File: src/rtl/uart_pkg.sv
// Shared definitions for the word-to-byte UART transmit path:
// FSM encoding, default geometry and bytes-per-word helper.
package uart_pkg;

    typedef enum logic [1:0] {
        ST_IDLE,
        ST_LOAD,
        ST_START,
        ST_WAIT
    } state_t;

    localparam int DEF_NB_DATA      = 32;
    localparam int DEF_NB_UART_DATA = 8;

    function automatic int bytes_per_word(input int nb_data, input int nb_byte);
        return nb_data / nb_byte;
    endfunction

    localparam int BYTES_PER_WORD = bytes_per_word(DEF_NB_DATA, DEF_NB_UART_DATA);

endpackage

File: src/rtl/uart_word_tx.sv
// Serializes one NB_DATA word into the UART TX FIFO byte by byte, starts the
// transmission and waits for every byte's tx_done under a per-byte watchdog.
module uart_word_tx
    import uart_pkg::*;
#(
    parameter int NB_DATA      = DEF_NB_DATA,
    parameter int NB_UART_DATA = DEF_NB_UART_DATA,
    parameter int LSB_FIRST    = 1,
    parameter int NB_TIMEOUT   = 24
) (
    input  logic                    clk,
    input  logic                    i_rst,
    input  logic [NB_DATA-1:0]      i_word,
    input  logic                    i_valid,
    output logic                    o_ready,
    output logic                    o_done,
    output logic                    o_error,
    input  logic [NB_TIMEOUT-1:0]   i_timeout_cmp,
    output logic                    o_uart_wr,
    output logic [NB_UART_DATA-1:0] o_uart_wdata,
    output logic                    o_uart_tx_start,
    input  logic                    i_uart_tx_full,
    input  logic                    i_uart_tx_done
);

    localparam int N      = bytes_per_word(NB_DATA, NB_UART_DATA);
    localparam int NB_CNT = $clog2(N) + 1;

    localparam logic [NB_CNT-1:0]     LAST_BYTE = NB_CNT'(N - 1);
    localparam logic [NB_CNT-1:0]     ALL_DONE  = NB_CNT'(N);
    localparam logic [NB_TIMEOUT-1:0] WDOG_MAX  = {NB_TIMEOUT{1'b1}};

    state_t                  state_reg, state_next;
    logic [NB_DATA-1:0]      shift_reg, shift_next;
    logic [NB_CNT-1:0]       byte_cnt_reg, byte_cnt_next;
    logic [NB_CNT-1:0]       done_cnt_reg, done_cnt_next;
    logic [NB_TIMEOUT-1:0]   wdog_reg, wdog_next;

    logic [NB_UART_DATA-1:0] cur_byte;
    logic [NB_DATA-1:0]      shift_adv;

    generate
        if (LSB_FIRST != 0) begin : g_lsb_first
            assign cur_byte  = shift_reg[NB_UART_DATA-1:0];
            assign shift_adv = shift_reg >> NB_UART_DATA;
        end else begin : g_msb_first
            assign cur_byte  = shift_reg[NB_DATA-1 -: NB_UART_DATA];
            assign shift_adv = shift_reg << NB_UART_DATA;
        end
    endgenerate

    // The shift register clears on reset, so the byte lane idles at zero.
    assign o_uart_wdata = cur_byte;

    always_ff @(posedge clk or negedge i_rst) begin
        if (!i_rst) begin
            state_reg    <= ST_IDLE;
            shift_reg    <= '0;
            byte_cnt_reg <= '0;
            done_cnt_reg <= '0;
            wdog_reg     <= '0;
        end else begin
            state_reg    <= state_next;
            shift_reg    <= shift_next;
            byte_cnt_reg <= byte_cnt_next;
            done_cnt_reg <= done_cnt_next;
            wdog_reg     <= wdog_next;
        end
    end

    always_comb begin
        state_next      = state_reg;
        shift_next      = shift_reg;
        byte_cnt_next   = byte_cnt_reg;
        done_cnt_next   = done_cnt_reg;
        wdog_next       = wdog_reg;
        o_ready         = 1'b0;
        o_uart_wr       = 1'b0;
        o_uart_tx_start = 1'b0;
        o_done          = 1'b0;
        o_error         = 1'b0;

        case (state_reg)
            ST_IDLE: begin
                o_ready = 1'b1;
                if (i_valid) begin
                    shift_next    = i_word;
                    byte_cnt_next = '0;
                    done_cnt_next = '0;
                    wdog_next     = '0;
                    state_next    = ST_LOAD;
                end
            end

            ST_LOAD: begin
                if (!i_uart_tx_full) begin
                    o_uart_wr     = 1'b1;
                    shift_next    = shift_adv;
                    byte_cnt_next = byte_cnt_reg + NB_CNT'(1);
                    if (byte_cnt_reg == LAST_BYTE) begin
                        state_next = ST_START;
                    end
                end
            end

            ST_START: begin
                o_uart_tx_start = 1'b1;
                // Watchdog value is the number of cycles elapsed since the
                // last event, so the first WAIT cycle already reads 1.
                wdog_next       = NB_TIMEOUT'(1);
                state_next      = ST_WAIT;
            end

            ST_WAIT: begin
                if (done_cnt_reg == ALL_DONE) begin
                    o_done     = 1'b1;
                    state_next = ST_IDLE;
                end else if (i_uart_tx_done) begin
                    // A tx_done coinciding with expiry wins over the error.
                    done_cnt_next = done_cnt_reg + NB_CNT'(1);
                    wdog_next     = NB_TIMEOUT'(1);
                end else if ((i_timeout_cmp != '0) && (wdog_reg == i_timeout_cmp)) begin
                    o_error    = 1'b1;
                    state_next = ST_IDLE;
                end else if (wdog_reg != WDOG_MAX) begin
                    wdog_next = wdog_reg + NB_TIMEOUT'(1);
                end
            end

            default: begin
                state_next = ST_IDLE;
            end
        endcase
    end

endmodule

File: config.mk
export PLATFORM = sky130hd
export DESIGN_NAME = uart_word_tx
export DESIGN_NICKNAME = d
export VERILOG_FILES = /design/src/rtl/uart_pkg.sv /design/src/rtl/uart_word_tx.sv
export SDC_FILE = /design/constraint.sdc
export NUM_CORES = 1
export LEC_CHECK = 0
export BUFFER_PORTS_ARGS = -buffer_cell sky130_fd_sc_hd__buf_2
export CORE_MARGIN = 8
export CORE_UTILIZATION = 60
export DETAILED_ROUTE_END_ITERATION = 12
export PLACE_DENSITY = 0.92
export SYNTH_ARGS = -nofsm -noshare
export SYNTH_HDL_FRONTEND = slang
export SYNTH_SLANG_ARGS = --single-unit
export TNS_END_PERCENT = 50
File: constraint.sdc
create_clock -name clk -period 4.3 [get_ports clk]
set_input_delay 0 -clock clk [delete_from_list [all_inputs] [get_ports clk]]
set_output_delay 0 -clock clk [all_outputs]
set_load 0.03 [all_outputs]
**After elaboration in Yosys (flattened, before gate mapping)**

Cells that the tools add are included.

- $add $sub $neg: 3
- Equality and inequality tests: 16
- Muxes and demuxes: 32
- Reduce and logical (&&, ||, !) cells: 10

Operators with widths:

| operator | count |
|---|---|
| 24-bit two-way mux | 5 |
| 24-bit case mux with 3 select lines | 1 |
| 32-bit two-way mux | 2 |
| 32-bit case mux with 2 select lines | 1 |
| 24-bit by 1-bit adder with 24-bit output, second input constant | 1 |
| 24-bit equality test | 1 |
| 24-bit inequality test, second input constant | 1 |
| 24-bit nonzero test | 1 |
| 2-bit two-way mux | 6 |
| 3-bit two-way mux | 4 |
| 3-bit inequality test, second input constant | 4 |
| 3-bit case mux with 2 select lines | 2 |
| 1-bit two-way mux | 10 |
| 2-bit inequality test, second input constant | 5 |
| 5-bit AND reduction | 2 |
| 2-bit case mux with 4 select lines | 1 |
| 3-bit by 1-bit adder with 3-bit output, second input constant | 2 |
| 2-bit equality test, second input constant | 2 |
| 4-bit AND reduction | 1 |
| 2-bit nonzero test | 2 |
| 3-bit by 2-bit equality test with 1-bit output, second input constant | 1 |
| 3-bit equality test, second input constant | 1 |
| 3-bit AND reduction | 1 |
| 3-bit nonzero test | 1 |
| other kinds (3) | 3 |

- Register bits: 64
- Bits of input ports: 61
- Output and inout port bits: 13
- Word-level logic and storage cells: 66

**Depth between registers and ports, before layout**

Gate-level depths: netlist of the first run.

- Depth in word-level cells: 6
- Depth in mapped cells: 9
- Mapped depth without buffers: 8

**Least setup slack after synthesis of the first run**

OpenSTA, ideal clock, no wires.

- Kind: register -> register
- Start point: register state_reg[0]
- End point: register shift_reg[3]
- Setup time: 0.135 ns
- Data arrival time: 2.188 ns
- Required time: 4.166 ns
- Setup slack: 1.977 ns
- Stages on the path, launching flop included: 9
- Path buffers: 2
- Clock period less this slack: 2.323 ns
- Path through: dfrtp_1 > inv_1 > ha_1 > nor2b_1 > o21bai_1 > a21o_1 > clkbuf_1 > clkbuf_1 > o21ai_0

- Longest elaborated chain between the ends: 3
- Elaborated cells between the ends (all ways): 7
- Those cells by class: eq/ne: 3; mux: 1; reduce/logical: 3

Ends and longest elaborated chain:

| what | line | source |
|---|---|---|
| start, declared | uart_word_tx.sv:33 | `state_t state_reg, state_next;` |
| start signal, assigned | uart_word_tx.sv:63 | `state_reg <= state_next;` |
| 2-bit by 1-bit equality test with 1-bit output or 2-bit logical NOT (tied branches) | uart_word_tx.sv:83 | `case (state_reg)` |
| 2-bit inequality test (no source line) or 2-bit nonzero test (tied branches) | - |  |
| 3-bit AND reduction (no source line) | - |  |
| end signal, assigned | uart_word_tx.sv:64 | `shift_reg <= shift_next;` |
| end, declared | uart_word_tx.sv:34 | `logic [NB_DATA-1:0] shift_reg, shift_next;` |

Several ways; a longest one is shown, not always the timed one.
A chain may end at the register's enable or synchronous reset.

**Worst setup path after layout of the first run**

- Start point: register wdog_reg[2]
- End point: register wdog_reg[3]

- Longest elaborated chain between the ends: 6
- Elaborated cells between the ends (all ways): 12
- Those cells by class: add/sub: 1; eq/ne: 4; mux: 5; reduce/logical: 2

Ends and longest elaborated chain:

| what | line | source |
|---|---|---|
| start, declared | uart_word_tx.sv:37 | `logic [NB_TIMEOUT-1:0] wdog_reg, wdog_next;` |
| start signal, assigned | uart_word_tx.sv:67 | `wdog_reg <= wdog_next;` |
| 24-bit by 1-bit adder with 24-bit output | uart_word_tx.sv:126 | `wdog_next = wdog_reg + NB_TIMEOUT'(1);` |
| 24-bit two-way mux | uart_word_tx.sv:125 | `end else if (wdog_reg != WDOG_MAX) begin` |
| 24-bit two-way mux | uart_word_tx.sv:122 | `end else if ((i_timeout_cmp != '0) && (wdog_reg == i_timeout_cmp)) begin` |
| 24-bit two-way mux | uart_word_tx.sv:118 | `end else if (i_uart_tx_done) begin` |
| 24-bit two-way mux | uart_word_tx.sv:115 | `if (done_cnt_reg == ALL_DONE) begin` |
| 24-bit case mux with 3 select lines | uart_word_tx.sv:83 |  |

Several ways; a longest one is shown, not always the timed one. The select of a mux whose other input is x is not followed.

==> results.md, run 1 <==
* Register area share after synthesis at 40.54%
* Share of cells above drive strength 1 at 22.06%
* Num CTS Buffers at 9
* RR Endpoint: wdog_reg[3]
* Multi-input combinational cell area at 0.002098 mm²
* Drt via density at 6.559
* Routability cong. at 0.9652
* Number of flops mapped to enable cells by yosys at 0
* CP Data Required Time at 4.51 ns
* Hold WC Path Type: input port to flip-flop
* Yosys reg bits at 64
* Synthesized cell area at 0.003950 mm²
* Slew HR at 32.71%
* Fin crit share at 68.86%
* Worst reg2reg setup slack at 1.34 ns
* Share of the synthesized area in the top cell type at 40.54%
* Status: finished, final reports clean
* Final Net Count at 559
* FF+latch area at 0.001602 mm²
* Leakage power total at 2.243 nW
* Hold depth at 4
* DRT iter0 DRCs at 383
* Maximum fanout along the worst path at 17
* First-pass GRT wire length at 19.50 mm
* Fmax at 337.7 MHz
* RSZ-0062 raised after global routing: no
* Via count at 3,745
* Count leader, synth: dfrtp_1
* Clock latency on the worst-skew pair at 0.36 ns
* Final wirelength at 12.10 mm
* # rows at 29
* Final Max Tran Viols at 0
* Overflow after GRT at 0
* Synth cell count leaders: dfrtp_1, nand2_1, o21ai_0, mux2i_1, xor2_1
* DRT antenna net count at 0
* Largest register FFs at 32
* Clk buf depth at 2
* Reg2Reg Depth at 6
* Synth area leaders: dfrtp_1, mux2i_1, xor2_1
* Post-synth top area cell: dfrtp_1
* Synth Warn # at 0
* I/O Buffers at 73
* Initial Util at 62.21%
* Routed wire per std cell at 21.19 µm
* Final Hold Vio Count at 0
* Sink Count at 64
* H-tree depth at 3
* Post-route DRC at 0
* Die area at 0.009436 mm²
* Worst-margin pin slew at 1.005 ns
* # setup viols final at 0
* Antenna violations before repair at 0
* DIE WIDTH at 97.14 µm
* CP Data Arrival Time at 3.17 ns
* Pre-antenna DRT Iters at 5
* Fin Clk Skew at 0.01235 ns
* Ys flop type: dfrtp_1
* Critical Path Sink Type: flip-flop
* CTS tree: built
* ANT cells at 0
* Crit Path Category: flip-flop to flip-flop
* Core area at 0.006350 mm²
* Asr flop ratio synth at 100.0%
* Min Tclk post-route at 2.961 ns
* # IOs at 74
* GRT Overall Usage at 25.27%
* Syn Nets at 477
* Peak VDD IR at 0.4511 mV
* Clk root buf: clkbuf_8
* HPWL after DPL at 7.111 mm
* Gate Count Post-Synth at 407
* Reg2reg start: wdog_reg[2]
* CTS clk-pin slew, worst paths at 0.08 ns
* Post-synthesis area per instance at 9.705 µm²
* Height of the die at 97.14 µm
* Core Util, Final at 75.37%
* Setup tns final at 0 ns
* Hold path startpoint: i_uart_tx_full
* Number of global-route vias before repair at 3,765
* CP Launch Type: flip-flop
* Max Cap Viol at 0
* Largest net degree at the start of global routing at 65
* Synthesis-to-layout area growth at 21.16%
* Hold Path End: byte_cnt_reg[2]
* Power Dens Cells at 570.2 mW/mm²
* Distinct cells, synth at 52
* Fill count at 368
## worst max-delay path by stage
stage	slack (ns)	end	depth (start not counted)	startpoint
after global placement	1.57	wdog_reg[3]	6	wdog_reg[14]
final	1.34	wdog_reg[3]	6	wdog_reg[2]
after detailed placement	1.47	wdog_reg[4]	6	wdog_reg[5]
after CTS	1.45	wdog_reg[4]	6	state_reg[1]
after floorplan	1.98	shift_reg[3]	8	state_reg[0]
after global routing	1.15	wdog_reg[18]	6	wdog_reg[14]
## metrics by stage
stage	setup slack [ns]	cells	hold WS (ns)	power [mW]	cell area [µm²]
after floorplan	1.977	407	-0.2956	1.773	3950
after global placement	1.573	522	0.2176	1.928	4229
after detailed placement	1.471	522	0.2190	1.998	4229
after CTS	1.454	571	0.05081	2.618	4786
after global routing	1.154	571	0.09631	2.868	4786
final	1.339	571	0.09295	2.729	4786
## cell families after synthesis
family	Yosys count	share of synthesized area (%)
simple gates	125	17.77
compound gates	107	19.80
flops	64	40.54
buf+inv	50	6.525
mux	28	7.190
xor+xnor	24	5.321
fa+ha+maj	9	2.851
## metal layers
layer  share of wire [%]  wire [µm]  GRT usage [%]
met1                  37       4440          28.73
met2                  51       6171          41.51
met3                 7.5        910          6.757
met4                 4.8        578          15.27
met5                   0          0              0
## power breakdown
part	internal, mW	switching (mW)	total [mW]	leakage, nW
clock	0.332	0.274	0.606	0.110
sequential	0.788	0.142	0.930	0.843
combinational	0.424	0.770	1.19	1.29
## repair_timing
item                      CTS  global route
buffers inserted            0             0
hold buffers               33             0
hold endpoints to repair   96             0
resized for setup           0             0
## placed cells by master, fill, tap and decap left out, types with 3 or more instances in the layout
cell and count:
a21oi_1 4, a22o_1 13, a31oi_1 7, and3_1 6, and4_1 5, buf_2 73, buf_4 3, clkbuf_8 9
dfrtp_1 64, dlygate4sd3_1 33, ha_1 8, inv_1 12, mux2i_1 25, nand2_1 43, nand2b_1 4, nand3_1 9
nand3b_1 4, nand4_1 4, nand4b_1 3, nor2_1 16, nor2b_1 3, nor3_1 4, nor4_1 10, o211ai_1 11
o21ai_0 27, o21ai_1 7, o31ai_1 14, o41ai_2 6, or4_1 3, xor2_1 24
## critical path, cell delays in order, from the launching register on
cell      delay (ns)
dfrtp_1         0.46
xor2_1          0.21
nor4_1          0.40
nand4_2         0.24
nor3_4          0.58
or3_1           0.71
o211ai_1        0.20
## cell type report
type                       count  area share (%)
clock inverter                 7           2.144
clock buffer                   9           2.588
tap                           77           2.013
inverter                      12          0.9412
timing repair buffer         109           15.01
multi-input combinational    293           43.84
sequential                    64           33.46
(Power assumes the default switching activity.)
==> inputs of run 2 (changes only) <==
- CORE_UTILIZATION: 60 -> 56
- PLACE_DENSITY: 0.92 -> 0.87
- clock period: 4.3 -> 2.8 ns (I/O delays scaled with it)
==> run 2 against run 1 <==
Utilization is 3.0 points lower. Setup slack worse by 1.1 ns. Flip-flop and latch count stayed put. Clock-buffer cell count is 1 higher. Combinational power is 50% higher. Critical endpoint is now wdog_reg[13].
==> results.md, run 2 (synthesized netlist as in run 1, its figures left out) <==
* Critical Path Sink Type: flip-flop
* Leakage power total at 2.308 nW
* Fill count at 435
* FF+latch area at 0.001602 mm²
* Commonest cells after routing, fill and taps aside: buf_2, dfrtp_1, nand2_1
* # setup viols final at 0
* Largest register FFs at 32
* Worst setup startpoint: wdog_reg[0]
* Buf+Inv Stages, Crit Path at 1
* Net Sw Frac at 39.95%
* Internal at 2.507 mW
* Cts repair resizes at 0
* Final Max Tran Viols at 0
* Hold depth at 3
* Maximum fanout along the worst path at 23
* CTS clk-pin slew, worst paths at 0.07 ns
* Met2 usage at 40.12%
* Final wirelength at 11.51 mm
* Logic pwr share at 42.9%
* GRT Overall Usage at 23.82%
* Min Tclk post-route at 2.523 ns
* First-pass GRT wire length at 18.84 mm
* Sw Pwr at 1.668 mW
* Die area at 0.009997 mm²
* Peak VDD IR at 0.4908 mV
* Hold path startpoint: i_word[17]
* Share of total power in sequential cells at 33.7%
* Worst reg2reg setup slack at 0.28 ns
* Drt via density at 6.133
* Number of global-route vias before repair at 3,765
* # rows at 30
* Final Net Count at 571
* Fin crit share at 90.11%
* Final Hold Vio Count at 0
* Worst-margin pin slew at 0.5990 ns
* Hold WC Path Type: input port to flip-flop
* Multi-input combinational cell area at 0.002098 mm²
* I/O Buffers at 73
* ANT cells at 0
* GR Util met3 at 6.920%
* # IOs at 74
* Status: finished, final reports clean
* Via count at 3,686
* Post-route DRC at 0
* DRT iter0 DRCs at 327
* CP cell instances: ha_1, and3_1, nand4_1, o31ai_2, buf_4, nand3b_1, o22ai_1, o2bb2ai_1
* Number of hold buffers added after CTS at 33
* Clock latency on the worst-skew pair at 0.34 ns
* Commonest non-fill, non-tap cell in the layout: buf_2
* Num CTS Buffers at 9
* RR Endpoint: wdog_reg[13]
* CP Launch Type: flip-flop
* Fin Clk Skew at 0.008907 ns
* CP Data Arrival Time at 2.74 ns
* DRT antenna net count at 0
* Fmax at 396.3 MHz
* RSZ-0062 raised after global routing: no
* Antenna violations before repair at 0
* Pre-antenna DRT Iters at 5
* Delay-heaviest family, CP: simple AND/OR/NAND/NOR gates
* Max Cap Viol at 0
* DIE WIDTH at 99.99 µm
* Largest net degree at the start of global routing at 57
* Core area at 0.006794 mm²
* Crit Path Category: flip-flop to flip-flop
* Most used routing layer: met2
* Post-CTS Setup Repair Bufs at 0
* Clock group share of total power at 23.4%
* Routed wire per std cell at 19.14 µm
* Sink Count at 64
* Reg2Reg Depth at 8
* Slew HR at 59.92%
* Routability cong. at 0.8984
* Final Power at 4.174 mW
* Share of cells above drive strength 1 at 23.76%
* CP max-delay cell: dfrtp_1
* Overflow after GRT at 0
* Hold Path End: shift_reg[17]
* Clk buf depth at 2
* GR Layer Usage met1 at 27.13%
* Height of the die at 99.99 µm
* H-tree depth at 3
* Reg2reg start: wdog_reg[0]
* Post-DP Area at 0.004343 mm²
* Setup tns final at 0 ns
* CP peak stage delay at 0.45 ns
* CP Data Required Time at 3.02 ns
* Initial Util at 58.14%
* Fin area at 0.004916 mm²
* Clk root buf: clkbuf_8
* HPWL after DPL at 7.544 mm
* CTS tree: built
* Synthesis-to-layout area growth at 24.45%
* Power Dens Cells at 849.1 mW/mm²
run 2: cell types whose count changed in the layout (fill, tap and decap cells not counted), sizes merged:
cell      delta
buf         +12
bufinv       +1
clkbuf       +1
clkinv       -2
clkinvlp     +1
inv          -2
run 2: cell type report:
cell class                      count  share of cell area (%)
Sequential cell                    64                   32.58
Multi-Input combinational cell    293                   42.68
Clock buffer                       10                   2.800
Timing Repair Buffer              121                   16.44
Inverter                           12                  0.9163
Tap cell                           96                   2.443
Clock inverter                      5                   2.138
run 2: through the flow:
stage | setup slack [ns] | utilization (%) | hold slack (ns) | cells
after detailed placement | 0.3627 | 63.92 | -0.1071 | 553
after global routing | 0.1392 | 72.36 | 0.02585 | 601
after global placement | 0.4945 | 63.92 | -0.1091 | 553
final | 0.2769 | 72.36 | 0.01235 | 601
after CTS | 0.3349 | 72.36 | 0.01610 | 601
after floorplan | 0.4771 | - | -0.2956 | 407
run 2: worst max path at each step:
stage	endpoint	slack [ns]	cells past startpoint
2_1_floorplan	shift_reg[3]	0.48	8
3_3_place_gp	wdog_reg[11]	0.49	8
3_5_place_dp	wdog_reg[11]	0.36	8
4_1_cts	wdog_reg[11]	0.33	8
5_1_grt	wdog_reg[11]	0.14	8
6_report	wdog_reg[13]	0.28	8
run 2: power groups by stage:
stage	sequential, mW	clock, mW	combinational, mW
finish	1.41	0.977	1.79
global route	1.44	1.03	1.98
CTS	1.38	0.978	1.75
detailed placement	1.40	0	1.70
global placement	1.38	0	1.63
floorplan	1.35	0	1.37
run 2: routing by layer:
layer  wire length [µm]  part of all wire (%)
met2               5923                    51
met5                  0                     0
met3                877                   7.6
met1               4273                    37
met4                430                   3.7
run 2: worst register-to-register path, delay by kind of cell (launching register included):
kind            cells  cell delay (ns)
compound gates      3             0.61
fa+ha+maj           1             0.23
buf+inv             1             0.31
flops               1             0.45
simple gates        3             0.82
